$ cat config.mk
export PLATFORM = sky130hd
export DESIGN_NAME = inspeccion_desvio
export DESIGN_NICKNAME = d
export VERILOG_FILES = /design/src/rtl/inspeccion_pkg.sv /design/src/rtl/desvio_seq.sv /design/src/rtl/inspeccion_desvio.sv
export SDC_FILE = /design/constraint.sdc
export NUM_CORES = 1
export LEC_CHECK = 0
export CORE_UTILIZATION = 59
export CTS_CLUSTER_DIAMETER = 80
export DETAILED_ROUTE_END_ITERATION = 10
export GPL_ROUTABILITY_DRIVEN = 0
export PLACE_DENSITY = 0.8
export SYNTH_ARGS = -nofsm -noshare
export SYNTH_HDL_FRONTEND = slang
export SYNTH_HIERARCHICAL = 1
export SYNTH_SLANG_ARGS = --single-unit
$ cat constraint.sdc
create_clock -name clk -period 2.6 [get_ports clk]
set_input_delay 0.39 -clock clk [delete_from_list [all_inputs] [get_ports clk]]
set_output_delay 0.39 -clock clk [all_outputs]
set_load 0.02 [all_outputs]
$ cat src/rtl/inspeccion_pkg.sv
// Shared constants and types for the inspection verdict consumer and reject diverter.
package inspeccion_pkg;

    localparam int unsigned E_W    = 2;
    localparam int unsigned SEL_W  = 2;
    localparam int unsigned CNT_W  = 8;
    localparam int unsigned TMR_W  = 16;

    localparam logic [E_W-1:0] E_IDLE = 2'b00;
    localparam logic [E_W-1:0] E_INSP = 2'b01;
    localparam logic [E_W-1:0] E_ACC  = 2'b10;
    localparam logic [E_W-1:0] E_REJ  = 2'b11;

    localparam logic [SEL_W-1:0] SEL_ACC    = 2'b00;
    localparam logic [SEL_W-1:0] SEL_REJ    = 2'b01;
    localparam logic [SEL_W-1:0] SEL_STATUS = 2'b10;
    localparam logic [SEL_W-1:0] SEL_CONSEC = 2'b11;

    typedef enum logic [1:0] {
        ST_IDLE  = 2'b00,
        ST_DELAY = 2'b01,
        ST_FIRE  = 2'b10
    } desvio_state_e;

    typedef struct packed {
        logic       alarm;
        logic       overflow;
        logic       pending;
        logic [1:0] state;
        logic [2:0] rsvd;
    } status_t;

    // Increment that sticks at all-ones.
    function automatic logic [CNT_W-1:0] sat_inc(input logic [CNT_W-1:0] v);
        return (v == {CNT_W{1'b1}}) ? v : v + CNT_W'(1);
    endfunction

endpackage

$ cat src/rtl/desvio_seq.sv
// Reject diverter sequencer: travel delay, actuator pulse, one-deep pending queue.
module desvio_seq
    import inspeccion_pkg::*;
#(
    parameter int unsigned DELAY_CYCLES = 1000,
    parameter int unsigned PULSE_CYCLES = 200
) (
    input  logic          clk,
    input  logic          rst_n,
    input  logic          req,
    output logic          divert,
    output logic          pending,
    output logic          overflow_set,
    output desvio_state_e state
);

    localparam logic [TMR_W-1:0] DLY_LOAD = TMR_W'(DELAY_CYCLES - 1);
    localparam logic [TMR_W-1:0] PLS_LOAD = TMR_W'(PULSE_CYCLES - 1);

    desvio_state_e    state_q, state_d;
    logic [TMR_W-1:0] timer_q, timer_d;
    logic             pending_q, pending_d;
    logic             divert_q, divert_d;
    logic             ovf_set_q, ovf_set_d;

    always_ff @(posedge clk or negedge rst_n) begin
        if (!rst_n) begin
            state_q   <= ST_IDLE;
            timer_q   <= '0;
            pending_q <= 1'b0;
            divert_q  <= 1'b0;
            ovf_set_q <= 1'b0;
        end else begin
            state_q   <= state_d;
            timer_q   <= timer_d;
            pending_q <= pending_d;
            divert_q  <= divert_d;
            ovf_set_q <= ovf_set_d;
        end
    end

    // Pending is resolved before the FIRE exit so a last-cycle request chains directly.
    always_comb begin
        state_d   = state_q;
        timer_d   = timer_q;
        pending_d = pending_q;
        ovf_set_d = 1'b0;

        if (req && (state_q != ST_IDLE)) begin
            if (pending_q) ovf_set_d = 1'b1;
            else           pending_d = 1'b1;
        end

        case (state_q)
            ST_IDLE: begin
                if (req) begin
                    state_d = ST_DELAY;
                    timer_d = DLY_LOAD;
                end
            end
            ST_DELAY: begin
                if (timer_q == '0) begin
                    state_d = ST_FIRE;
                    timer_d = PLS_LOAD;
                end else begin
                    timer_d = timer_q - TMR_W'(1);
                end
            end
            ST_FIRE: begin
                if (timer_q == '0) begin
                    if (pending_d) begin
                        state_d   = ST_DELAY;
                        timer_d   = DLY_LOAD;
                        pending_d = 1'b0;
                    end else begin
                        state_d = ST_IDLE;
                    end
                end else begin
                    timer_d = timer_q - TMR_W'(1);
                end
            end
            default: state_d = ST_IDLE;
        endcase

        divert_d = (state_d == ST_FIRE);
    end

    assign divert       = divert_q;
    assign pending      = pending_q;
    assign overflow_set = ovf_set_q;
    assign state        = state_q;

endmodule

$ cat src/rtl/inspeccion_desvio.sv
// Verdict event tallies, reject diverter control and 8-bit readout.
// Optional consecutive-reject alarm built when INSPECCION_ALARM_EN is defined.
module inspeccion_desvio
    import inspeccion_pkg::*;
#(
    parameter int unsigned DELAY_CYCLES = 1000,
    parameter int unsigned PULSE_CYCLES = 200,
    parameter int unsigned ALARM_THRESH = 3
) (
    input  logic             clk,
    input  logic             rst_n,
    input  logic             ena,
    input  logic [E_W-1:0]   e_code,
    input  logic             clr,
    input  logic [SEL_W-1:0] sel,
    output logic [7:0]       data_out,
    output logic             divert,
    output logic             alarm
);

    logic [E_W-1:0]   e_prev_q, e_prev_d;
    logic [CNT_W-1:0] acc_q, acc_d;
    logic [CNT_W-1:0] rej_q, rej_d;
    logic             ovf_q, ovf_d;
    logic [7:0]       data_out_q, data_out_d;

    logic             ev_c, acc_ev_c, rej_ev_c;
    logic             seq_pending, seq_ovf_set;
    desvio_state_e    seq_state;
    logic [CNT_W-1:0] consec_v;
    logic             alarm_v;
    status_t          status_c;

    // A verdict counts once when it first appears; accept->reject is a new event.
    assign ev_c     = ena && e_code[1] && (e_code != e_prev_q);
    assign acc_ev_c = ev_c && (e_code == E_ACC);
    assign rej_ev_c = ev_c && (e_code == E_REJ);

    desvio_seq #(
        .DELAY_CYCLES (DELAY_CYCLES),
        .PULSE_CYCLES (PULSE_CYCLES)
    ) u_seq (
        .clk          (clk),
        .rst_n        (rst_n),
        .req          (rej_ev_c),
        .divert       (divert),
        .pending      (seq_pending),
        .overflow_set (seq_ovf_set),
        .state        (seq_state)
    );

    always_ff @(posedge clk or negedge rst_n) begin
        if (!rst_n) begin
            e_prev_q   <= E_IDLE;
            acc_q      <= '0;
            rej_q      <= '0;
            ovf_q      <= 1'b0;
            data_out_q <= '0;
        end else begin
            e_prev_q   <= e_prev_d;
            acc_q      <= acc_d;
            rej_q      <= rej_d;
            ovf_q      <= ovf_d;
            data_out_q <= data_out_d;
        end
    end

    always_comb begin
        e_prev_d = e_code;
        acc_d    = acc_q;
        rej_d    = rej_q;
        ovf_d    = ovf_q;
        if (clr) begin
            acc_d = '0;
            rej_d = '0;
            ovf_d = 1'b0;
        end else begin
            if (acc_ev_c)    acc_d = sat_inc(acc_q);
            if (rej_ev_c)    rej_d = sat_inc(rej_q);
            if (seq_ovf_set) ovf_d = 1'b1;
        end
    end

`ifdef INSPECCION_ALARM_EN
    logic [CNT_W-1:0] consec_q, consec_d;
    logic             alarm_q, alarm_d;

    always_ff @(posedge clk or negedge rst_n) begin
        if (!rst_n) begin
            consec_q <= '0;
            alarm_q  <= 1'b0;
        end else begin
            consec_q <= consec_d;
            alarm_q  <= alarm_d;
        end
    end

    always_comb begin
        consec_d = consec_q;
        alarm_d  = alarm_q;
        if (clr) begin
            consec_d = '0;
            alarm_d  = 1'b0;
        end else begin
            if (acc_ev_c)      consec_d = '0;
            else if (rej_ev_c) consec_d = sat_inc(consec_q);
            if (consec_d >= CNT_W'(ALARM_THRESH)) alarm_d = 1'b1;
        end
    end

    assign consec_v = consec_q;
    assign alarm_v  = alarm_q;
`else
    logic unused_alarm_thresh;
    assign unused_alarm_thresh = ^CNT_W'(ALARM_THRESH);
    assign consec_v = '0;
    assign alarm_v  = 1'b0;
`endif

    always_comb begin
        status_c.alarm    = alarm_v;
        status_c.overflow = ovf_q;
        status_c.pending  = seq_pending;
        status_c.state    = 2'(seq_state);
        status_c.rsvd     = 3'b000;
    end

    always_comb begin
        data_out_d = '0;
        case (sel)
            SEL_ACC:    data_out_d = acc_q;
            SEL_REJ:    data_out_d = rej_q;
            SEL_STATUS: data_out_d = status_c;
            SEL_CONSEC: data_out_d = consec_v;
            default:    data_out_d = '0;
        endcase
    end

    assign data_out = data_out_q;
    assign alarm    = alarm_v;

endmodule

==> flow_metrics.py, run 1 <==
metrics = {
    "placement": {
        "placed_cells": 345,
        "portBuffers": 16,
        "dp_hpwl_mm": 4.21,
        "pre_cts_ws_ns": 0.215,
    },
    "global_route": {
        "antenna_found_initial": 0,
        "grt_pass1_vias": 2135,
        "grt_overflow_total": 0,
        "grt_util_all_layers": 0.263,
        "grt_pass1_wl_mm": 9.90,
        "grt_start_max_net_pins": 29,
    },
    "worst_setup_path": {
        "cp_common_cell": "a21oi_1",
        "worstPathCellList": "inv_1, ha_1, or4b_4, or4_4, a21oi_1, a21oi_1, o22a_1",
        "r2r-start": "u_seq/timer_q[0]",
        "r2r_end": "u_seq/timer_q[5]",
        "worstSetupEndpoint": "u_seq/timer_q[5]",
        "crit_arrival_ns": 2.61,
        "crit_slowest_cell": "or4_4",
        "cp-end-kind": "flop",
        "reg2reg_depth": 7,
        "critPathRequiredTime_ns": 2.79,
        "path_max_fanout": 11,
        "cp-startpoint": "u_seq/timer_q[0]",
        "reg2reg_slack_ns": 0.18,
        "start_kind": "flop",
        "crit_type": "reg2reg",
        "max_stage_delay_ns": 0.62,
    },
    "synth": {
        "ys_seq_area_frac": 0.450,
        "ys.flop_type": "dfrtp_1",
        "netlist_area_um2": 2670,
        "ys.warnings.count": 6,
        "synth_nets": 300,
        "synth-seq-cells": 48,
        "synth_cell_types": 50,
        "synth_edf_count": 0,
        "synth_cells": 285,
        "avgSynthCellArea_um2": 9.36,
        "synthArstFlopShare": 1.00,
    },
    "pwr": {
        "total_power_w": 0.00175,
        "worst_ir_drop_vdd_uv": 328,
        "power.density_nw_per_um2": 596,
        "p_leak_nw": 1.16,
    },
    "cts": {
        "cts_made_buffers": 5,
        "cts_root_buf": "clkbuf_8",
        "post-cts-setup-buffers": 0,
        "clkTransAtPathRegs_ns": 0.08,
        "clock_path_buffers": 2,
        "ctsResizeCount": 0,
        "h-tree-depth": 2,
        "hold_buffers": 0,
        "cts_tree": "built",
        "insertion_delay_ns": 0.30,
        "clock-sinks": 48,
    },
    "detailed_routing": {
        "vias": 2229,
        "routed.top_layer": "met4",
        "dr.pass1.iters": 4,
        "wl_met1_mm": 2.64,
        "wl_met2_mm": 3.03,
        "antenna_left": 0,
        "drc": 0,
        "avgRoutedWirePerCell_um": 17.1,
        "met3_length_um": 195,
        "viasPerCell": 6.37,
        "wl_mm": 5.97,
        "drtIter0Drc": 126,
    },
    "timing": {
        "slew_headroom": 0.553,
        "fin_crit_ns": 2.42,
        "grt_setup_unrepaired": "false",
        "period_share": 0.932,
        "fmax_mhz": 413,
        "hold_violations": 0,
        "worst_pin_slew_ns": 0.668,
        "worst_slack_ns": 0.177,
        "finClkSkew_ns": 0.00487,
        "slew_viol_final": 0,
        "setup_viol": 0,
        "tns_ns": 0,
    },
    "cells_and_area": {
        "layout_common_cells": "48 x dfrtp_1, 28 x a21oi_1, 24 x o21ai_0",
        "final_core_util": 0.673,
        "layout.cells.non_filler": 350,
        "nets": 315,
        "n_antenna_cell": 0,
        "area_delta_synth_final_pct": 9.85,
        "layout_commonest_cell": "dfrtp_1",
        "drive_above_1_share": 0.0839,
    },
    "floorplan": {
        "core_um2": 4350,
        "initial_utilization": 0.613,
        "die_area_um2": 4800,
        "pin_count": 18,
        "die_w_um": 69.3,
        "die_y_um": 69.3,
        "rows": 24,
    },
    "flow_run": {
        "max_cap_violations": 0,
    },
    "worst_hold_path": {
        "hold_class": "in2async",
    },
    "outcome": {
        "status": "finished, final reports clean",
    },
}
==> worst min path at each step <==
stage                   endpoint
6_report        u_seq/timer_q[6]
5_1_grt         u_seq/timer_q[6]
4_1_cts         u_seq/timer_q[6]
3_5_place_dp   u_seq/timer_q[10]
3_3_place_gp   u_seq/timer_q[11]
2_1_floorplan           acc_q[0]
==> area by class of cell <==
cell class,count,area (um^2)
fillers,344,1420
multi-input cells,210,1340
flip-flops and latches,48,1200
clock buffers,5,68.8
inverters,12,45.0
repair buffers,23,208
well taps,52,65.1
==> state kept, by name (all words and copies together) (netlist names) <==
signal              cells
rej_q                   8
u_seq/state             2
acc_q                   8
u_seq/pending           1
u_seq/overflow_set      1
ovf_q                   1
e_prev_q                2
u_seq/timer_q          16
u_seq/divert            1
data_out                8
==> stage by stage <==
step	cell area, um^2	hold slack [ns]
after floorplan	2670	0.0944
after global placement	2860	0.379
after detailed placement	2860	0.386
after CTS	2930	0.0608
after global routing	2930	0.0657
final	2930	0.0527
==> Yosys cell counts, types with 2 or more instances <==
master	n	share of area
nor3_1	12	0.023
a31oi_1	4	0.0094
nand4_1	4	0.0094
a2bb2oi_1	2	0.0066
and2_1	2	0.0047
mux2i_1	9	0.034
a22o_1	2	0.0066
clkbuf_1	9	0.013
o41ai_1	4	0.013
or4_1	9	0.025
nand3_1	7	0.013
buf_1	2	0.0028
or4_4	2	0.0084
o21ai_0	24	0.045
nand2_1	15	0.021
a211oi_1	2	0.0056
nand3b_1	3	0.0084
o31ai_1	12	0.034
o22a_1	2	0.0066
ha_1	7	0.033
a21o_1	2	0.0056
nor2b_1	4	0.0094
nor4_1	3	0.0070
buf_6	2	0.0084
inv_1	12	0.017
nor2_1	19	0.027
buf_4	2	0.0056
a21oi_1	28	0.053
or3_1	12	0.028
dfrtp_1	48	0.45
==> critical path: cells and delay by family, from the launching register on <==
family	cells	cell delay, ns
and+or+nand+nor	2	1.13
AOI/OAI and AO/OA	3	0.50
DFF	1	0.41
adders and majority gates	1	0.20
buffers and inverters	1	0.08
==> logic make-up (layout without fill, tap and decap cells) <==
family          after synthesis  after routing  share of synthesized area
compound gates               88             88                      0.205
fa+ha+maj                     7              7                     0.0328
buf+inv                      27             40                     0.0464
flops                        48             48                      0.450
mux                           9              9                     0.0338
other cells                   1              1                    0.00141
simple gates                105            105                      0.231
==> power by group <==
part,leakage (nW),total (W),internal [W],switching [W]
Sequential,0.633,0.000905,0.000819,0.0000863
Combinational,0.490,0.000439,0.000179,0.000261
Clock,0.0359,0.000403,0.000174,0.000229
Total,1.16,0.00175,0.00117,0.000576
==> metal layers <==
metal / vias to the layer above / global-route usage
met5: - / 0
met4: 0 / 0.0930
met3: 9 / 0.0538
met2: 51 / 0.461
met1: 1073 / 0.322
li1: 1096 / -
No activity file was read; power rests on OpenSTA's default activity.
==> run 2: changes to the inputs <==
PLACE_DENSITY = 0.78   (was 0.8)
==> run 2 against run 1 <==
Global-route usage down 1.4 points. Combinational power increased by 2%. Clock skew increased by 0.0036 ns. Critical endpoint unchanged. Highest routed layer unchanged.
==> flow_metrics.py, run 2 (same netlist as run 1, synthesis figures left out) <==
metrics = {
    "floorplan": {
        "core_um2": 4350,
        "pin_count": 18,
        "initial_utilization": 0.613,
        "die_area_um2": 4800,
        "rows": 24,
        "die_y_um": 69.3,
        "die_w_um": 69.3,
    },
    "worst_setup_path": {
        "worstPathCellList": "inv_1, ha_1, or4b_4, or4_4, a21oi_1, a21oi_1, o22a_1",
        "crit_arrival_ns": 2.65,
        "crit_slowest_cell": "or4_4",
        "crit_type": "reg2reg",
        "critPathRequiredTime_ns": 2.78,
        "cp-end-kind": "flop",
        "start_kind": "flop",
        "max_stage_delay_ns": 0.62,
        "path_max_fanout": 11,
        "crit_family": "simple AND/OR/NAND/NOR gates",
        "crit_buf_inv": 1,
        "cp_common_cell": "a21oi_1",
    },
    "placement": {
        "placed_area_um2": 2870,
        "portBuffers": 16,
        "dp_hpwl_mm": 4.23,
    },
    "cells_and_area": {
        "n_antenna_cell": 0,
        "fin_area_um2": 2950,
        "area.sequential_um2": 1200,
        "area_delta_synth_final_pct": 10.5,
        "drive_above_1_share": 0.0930,
        "layout_common_cells": "48 x dfrtp_1, 28 x a21oi_1, 24 x o21ai_0",
        "multiInputGateArea_um2": 1340,
        "largest_register_ffs": 16,
        "final_core_util": 0.677,
        "layout_commonest_cell": "dfrtp_1",
        "nets": 316,
        "fill_cells": 348,
        "largest_register": "u_seq/timer_q",
    },
    "timing": {
        "slew_headroom": 0.535,
        "slew_viol_final": 0,
        "setup_viol": 0,
        "hold_violations": 0,
        "grt_setup_unrepaired": "false",
        "tns_ns": 0,
        "fin_crit_ns": 2.47,
        "fmax_mhz": 404,
        "period_share": 0.952,
        "worst_pin_slew_ns": 0.695,
        "hold_slack_ns": 0.134,
        "finClkSkew_ns": 0.00844,
    },
    "flow_run": {
        "max_cap_violations": 0,
    },
    "detailed_routing": {
        "drc": 0,
        "routed.top_layer": "met4",
        "wl_met1_mm": 3.00,
        "viasPerCell": 6.39,
        "vias": 2254,
        "antenna_left": 0,
        "wl_mm": 5.79,
        "avgRoutedWirePerCell_um": 16.4,
        "wl_met2_mm": 2.55,
        "drtIter0Drc": 168,
        "dr.pass1.iters": 4,
        "met3_length_um": 214,
    },
    "cts": {
        "clock-sinks": 48,
        "ctsResizeCount": 0,
        "post-cts-setup-buffers": 0,
        "cts_tree": "built",
        "clkTransAtPathRegs_ns": 0.08,
        "h-tree-depth": 2,
        "insertion_delay_ns": 0.29,
        "cts_root_buf": "clkbuf_8",
        "clock_path_buffers": 2,
        "cts_made_buffers": 5,
        "hold_buffers": 0,
    },
    "outcome": {
        "status": "finished, final reports clean",
    },
    "global_route": {
        "grt_pass1_wl_mm": 9.71,
        "grt_pass1_vias": 1949,
        "grt_overflow_total": 0,
        "antenna_found_initial": 0,
        "grt_start_max_net_pins": 32,
        "grt_util_all_layers": 0.249,
    },
    "pwr": {
        "worst_ir_drop_vdd_uv": 384,
        "power.density_nw_per_um2": 596,
        "total_power_w": 0.00176,
        "p_leak_nw": 1.17,
    },
    "worst_hold_path": {
        "hold_class": "in2async",
    },
}
[run 2: changes by cell type in the layout (fill, tap and decap cells not counted), sizes merged]
| cell | previous run | this run |
|---|---|---|
| buf | 8 | 9 |
| clkbuf | 5 | 6 |
| clkinv | 0 | 1 |
[run 2: cell type report]
cell class                      instances  area share
Multi-Input combinational cell        210       0.456
Timing Repair Buffer                   24      0.0730
Clock inverter                          1     0.00170
Tap cell                               52      0.0221
Sequential cell                        48       0.407
Inverter                               12      0.0153
Clock buffer                            6      0.0246
[run 2: metrics by stage]
stage / std cells / setup WS [ns]
CTS: 353 / 0.126
floorplan: 285 / 0.387
global placement: 346 / 0.175
finish: 353 / 0.126
detailed placement: 346 / 0.146
global route: 353 / 0.0765
[run 2: worst paths after layout]
kind | to | depth (start not counted) | slack, ns | start
worst max-delay path | u_seq/timer_q[5] | 7 | 0.13 | u_seq/timer_q[0]
worst min-delay path | acc_q[6] | 1 | 0.13 | rst_n
worst max register to register | u_seq/timer_q[5] | 7 | 0.13 | u_seq/timer_q[0]
worst min register to register | ovf_q | 2 | 0.48 | u_seq/overflow_set
max in group asynchronous | rej_q[6] | 2 | 1.82 | rst_n
min in group clk | ovf_q | 2 | 0.48 | u_seq/overflow_set
[run 2: worst reg2reg max path, stage by stage, from the launching register on]
cell	delay [ns]
dfrtp_1	0.41
inv_1	0.10
ha_1	0.21
or4b_4	0.52
or4_4	0.62
a21oi_1	0.25
a21oi_1	0.06
o22a_1	0.19
[run 2: power by group]
group	internal, W	switching, W	leakage, nW	total (W)
clock	0.000183	0.000224	0.0410	0.000407
combinational	0.000185	0.000262	0.495	0.000446
sequential	0.000819	0.0000836	0.633	0.000903
[run 2: per-layer routing]
metal,up-vias,GRT usage
met5,-,0
li1,1102,-
met1,1103,0.396
met2,47,0.368
met3,2,0.0320
met4,0,0.0476
==> run 3: changes to the inputs <==
MAX_ROUTING_LAYER = met4   (was not set)
==> run 3 against run 2 <==
Power barely moved. Cell count did not move. First-iteration DRC count fell by 8.9%. Clock power barely moved. Highest routed layer unchanged.
==> flow_metrics.py, run 3 (same netlist as run 1, synthesis figures left out) <==
metrics = {
    "outcome": {
        "status": "finished, final reports clean",
    },
    "floorplan": {
        "pin_count": 18,
        "die_w_um": 69.3,
        "die_y_um": 69.3,
        "initial_utilization": 0.613,
        "core_um2": 4350,
        "rows": 24,
        "die_area_um2": 4800,
    },
    "cells_and_area": {
        "layout_commonest_cell": "dfrtp_1",
        "largest_register": "u_seq/timer_q",
        "layout_common_cells": "48 x dfrtp_1, 28 x a21oi_1, 24 x o21ai_0",
        "area_delta_synth_final_pct": 10.5,
        "largest_register_ffs": 16,
        "nets": 316,
        "drive_above_1_share": 0.0930,
        "fill_cells": 348,
        "n_antenna_cell": 0,
    },
    "detailed_routing": {
        "antenna_left": 0,
        "drc": 0,
        "wl_mm": 5.78,
        "viasPerCell": 6.41,
        "vias": 2261,
        "avgRoutedWirePerCell_um": 16.4,
        "dr.pass1.iters": 4,
        "drtIter0Drc": 153,
    },
    "worst_setup_path": {
        "crit_type": "reg2reg",
        "crit_slowest_cell": "or4_4",
        "critPathRequiredTime_ns": 2.78,
        "crit_family": "simple AND/OR/NAND/NOR gates",
        "max_stage_delay_ns": 0.62,
        "crit_buf_inv": 1,
        "cp_common_cell": "a21oi_1",
        "start_kind": "flop",
        "cp-end-kind": "flop",
        "reg2reg_depth": 7,
        "path_max_fanout": 11,
        "crit_arrival_ns": 2.65,
        "reg2reg_slack_ns": 0.14,
        "worstPathCellList": "inv_1, ha_1, or4b_4, or4_4, a21oi_1, a21oi_1, o22a_1",
        "r2r-start": "u_seq/timer_q[0]",
        "r2r_end": "u_seq/timer_q[5]",
    },
    "global_route": {
        "antenna_found_initial": 0,
        "grt_util_all_layers": 0.256,
        "grt_pass1_vias": 1951,
        "grt_pass1_wl_mm": 9.71,
        "grt_overflow_total": 0,
        "grt_start_max_net_pins": 32,
    },
    "placement": {
        "portBuffers": 16,
        "dp_hpwl_mm": 4.23,
        "pre_cts_ws_ns": 0.146,
    },
    "timing": {
        "slew_viol_final": 0,
        "worst_slack_ns": 0.137,
        "hold_slack_ns": 0.133,
        "tns_ns": 0,
        "hold_violations": 0,
        "finClkSkew_ns": 0.00925,
        "worst_pin_slew_ns": 0.694,
        "grt_setup_unrepaired": "false",
        "fin_crit_ns": 2.46,
        "fmax_mhz": 406,
        "period_share": 0.947,
        "setup_viol": 0,
        "slew_headroom": 0.536,
    },
    "cts": {
        "clock_path_buffers": 2,
        "clock-sinks": 48,
        "cts_root_buf": "clkbuf_8",
        "cts_made_buffers": 5,
        "insertion_delay_ns": 0.29,
        "cts_tree": "built",
        "h-tree-depth": 2,
        "clkTransAtPathRegs_ns": 0.09,
    },
    "flow_run": {
        "max_cap_violations": 0,
    },
    "worst_hold_path": {
        "hold_class": "in2async",
    },
    "pwr": {
        "p_leak_nw": 1.17,
        "power.density_nw_per_um2": 596,
        "worst_ir_drop_vdd_uv": 387,
    },
}
==> run 3: worst max-delay path by stage <==
stage	cells past startpoint	startpoint	slack, ns	end
finish	7	u_seq/timer_q[0]	0.14	u_seq/timer_q[5]
global route	7	u_seq/timer_q[0]	0.08	u_seq/timer_q[5]
CTS	7	u_seq/timer_q[0]	0.13	u_seq/timer_q[5]
detailed placement	8	e_code[1]	0.15	u_seq/timer_q[6]
global placement	7	u_seq/timer_q[0]	0.18	u_seq/timer_q[5]
floorplan	8	u_seq/timer_q[0]	0.39	u_seq/timer_q[5]
==> run 3: cell type report <==
| class | count | area, um^2 | share of cell area |
|---|---|---|---|
| multi-input cells | 210 | 1340 | 0.456 |
| inverters | 12 | 45.0 | 0.0153 |
| repair buffers | 24 | 215 | 0.0730 |
| well taps | 52 | 65.1 | 0.0221 |
| flip-flops and latches | 48 | 1200 | 0.407 |
| clock buffers | 6 | 72.6 | 0.0246 |
| clock inverters | 1 | 5.00 | 0.00170 |
==> run 3: report_power, final <==
part           internal [W]  switching (W)  total, W
Combinational      0.000185       0.000261  0.000446
Sequential         0.000819      0.0000831  0.000903
Clock              0.000183       0.000226  0.000409
Total               0.00119       0.000570   0.00176
==> run 3: metal layers <==
| metal | up-vias | GRT usage | routed length (um) |
|---|---|---|---|
| met3 | 2 | 0.0320 | 241 |
| met2 | 67 | 0.368 | 2510 |
| met4 | 0 | 0.0476 | 23 |
| li1 | 1099 | - | - |
| met1 | 1093 | 0.395 | 3010 |
| met5 | - | - | 0 |
==> run 3: worst register-to-register path, stage by stage, from the launching register on <==
cell,delay [ns]
dfrtp_1,0.41
inv_1,0.10
ha_1,0.21
or4b_4,0.51
or4_4,0.62
a21oi_1,0.25
a21oi_1,0.07
o22a_1,0.19
==> run 3: through the flow <==
stage | cells | power [W] | util | cell area (um^2)
floorplan | 285 | 0.00122 | - | 2670
global placement | 346 | 0.00134 | 0.659 | 2870
detailed placement | 346 | 0.00135 | 0.659 | 2870
CTS | 353 | 0.00176 | 0.677 | 2950
global route | 353 | 0.00185 | 0.677 | 2950
finish | 353 | 0.00176 | 0.677 | 2950
==> run 3: repair_timing <==
action,in CTS,in global routing
resized for setup,0,1
setup endpoints to repair,0,1
hold buffers,0,0
setup buffers,0,0
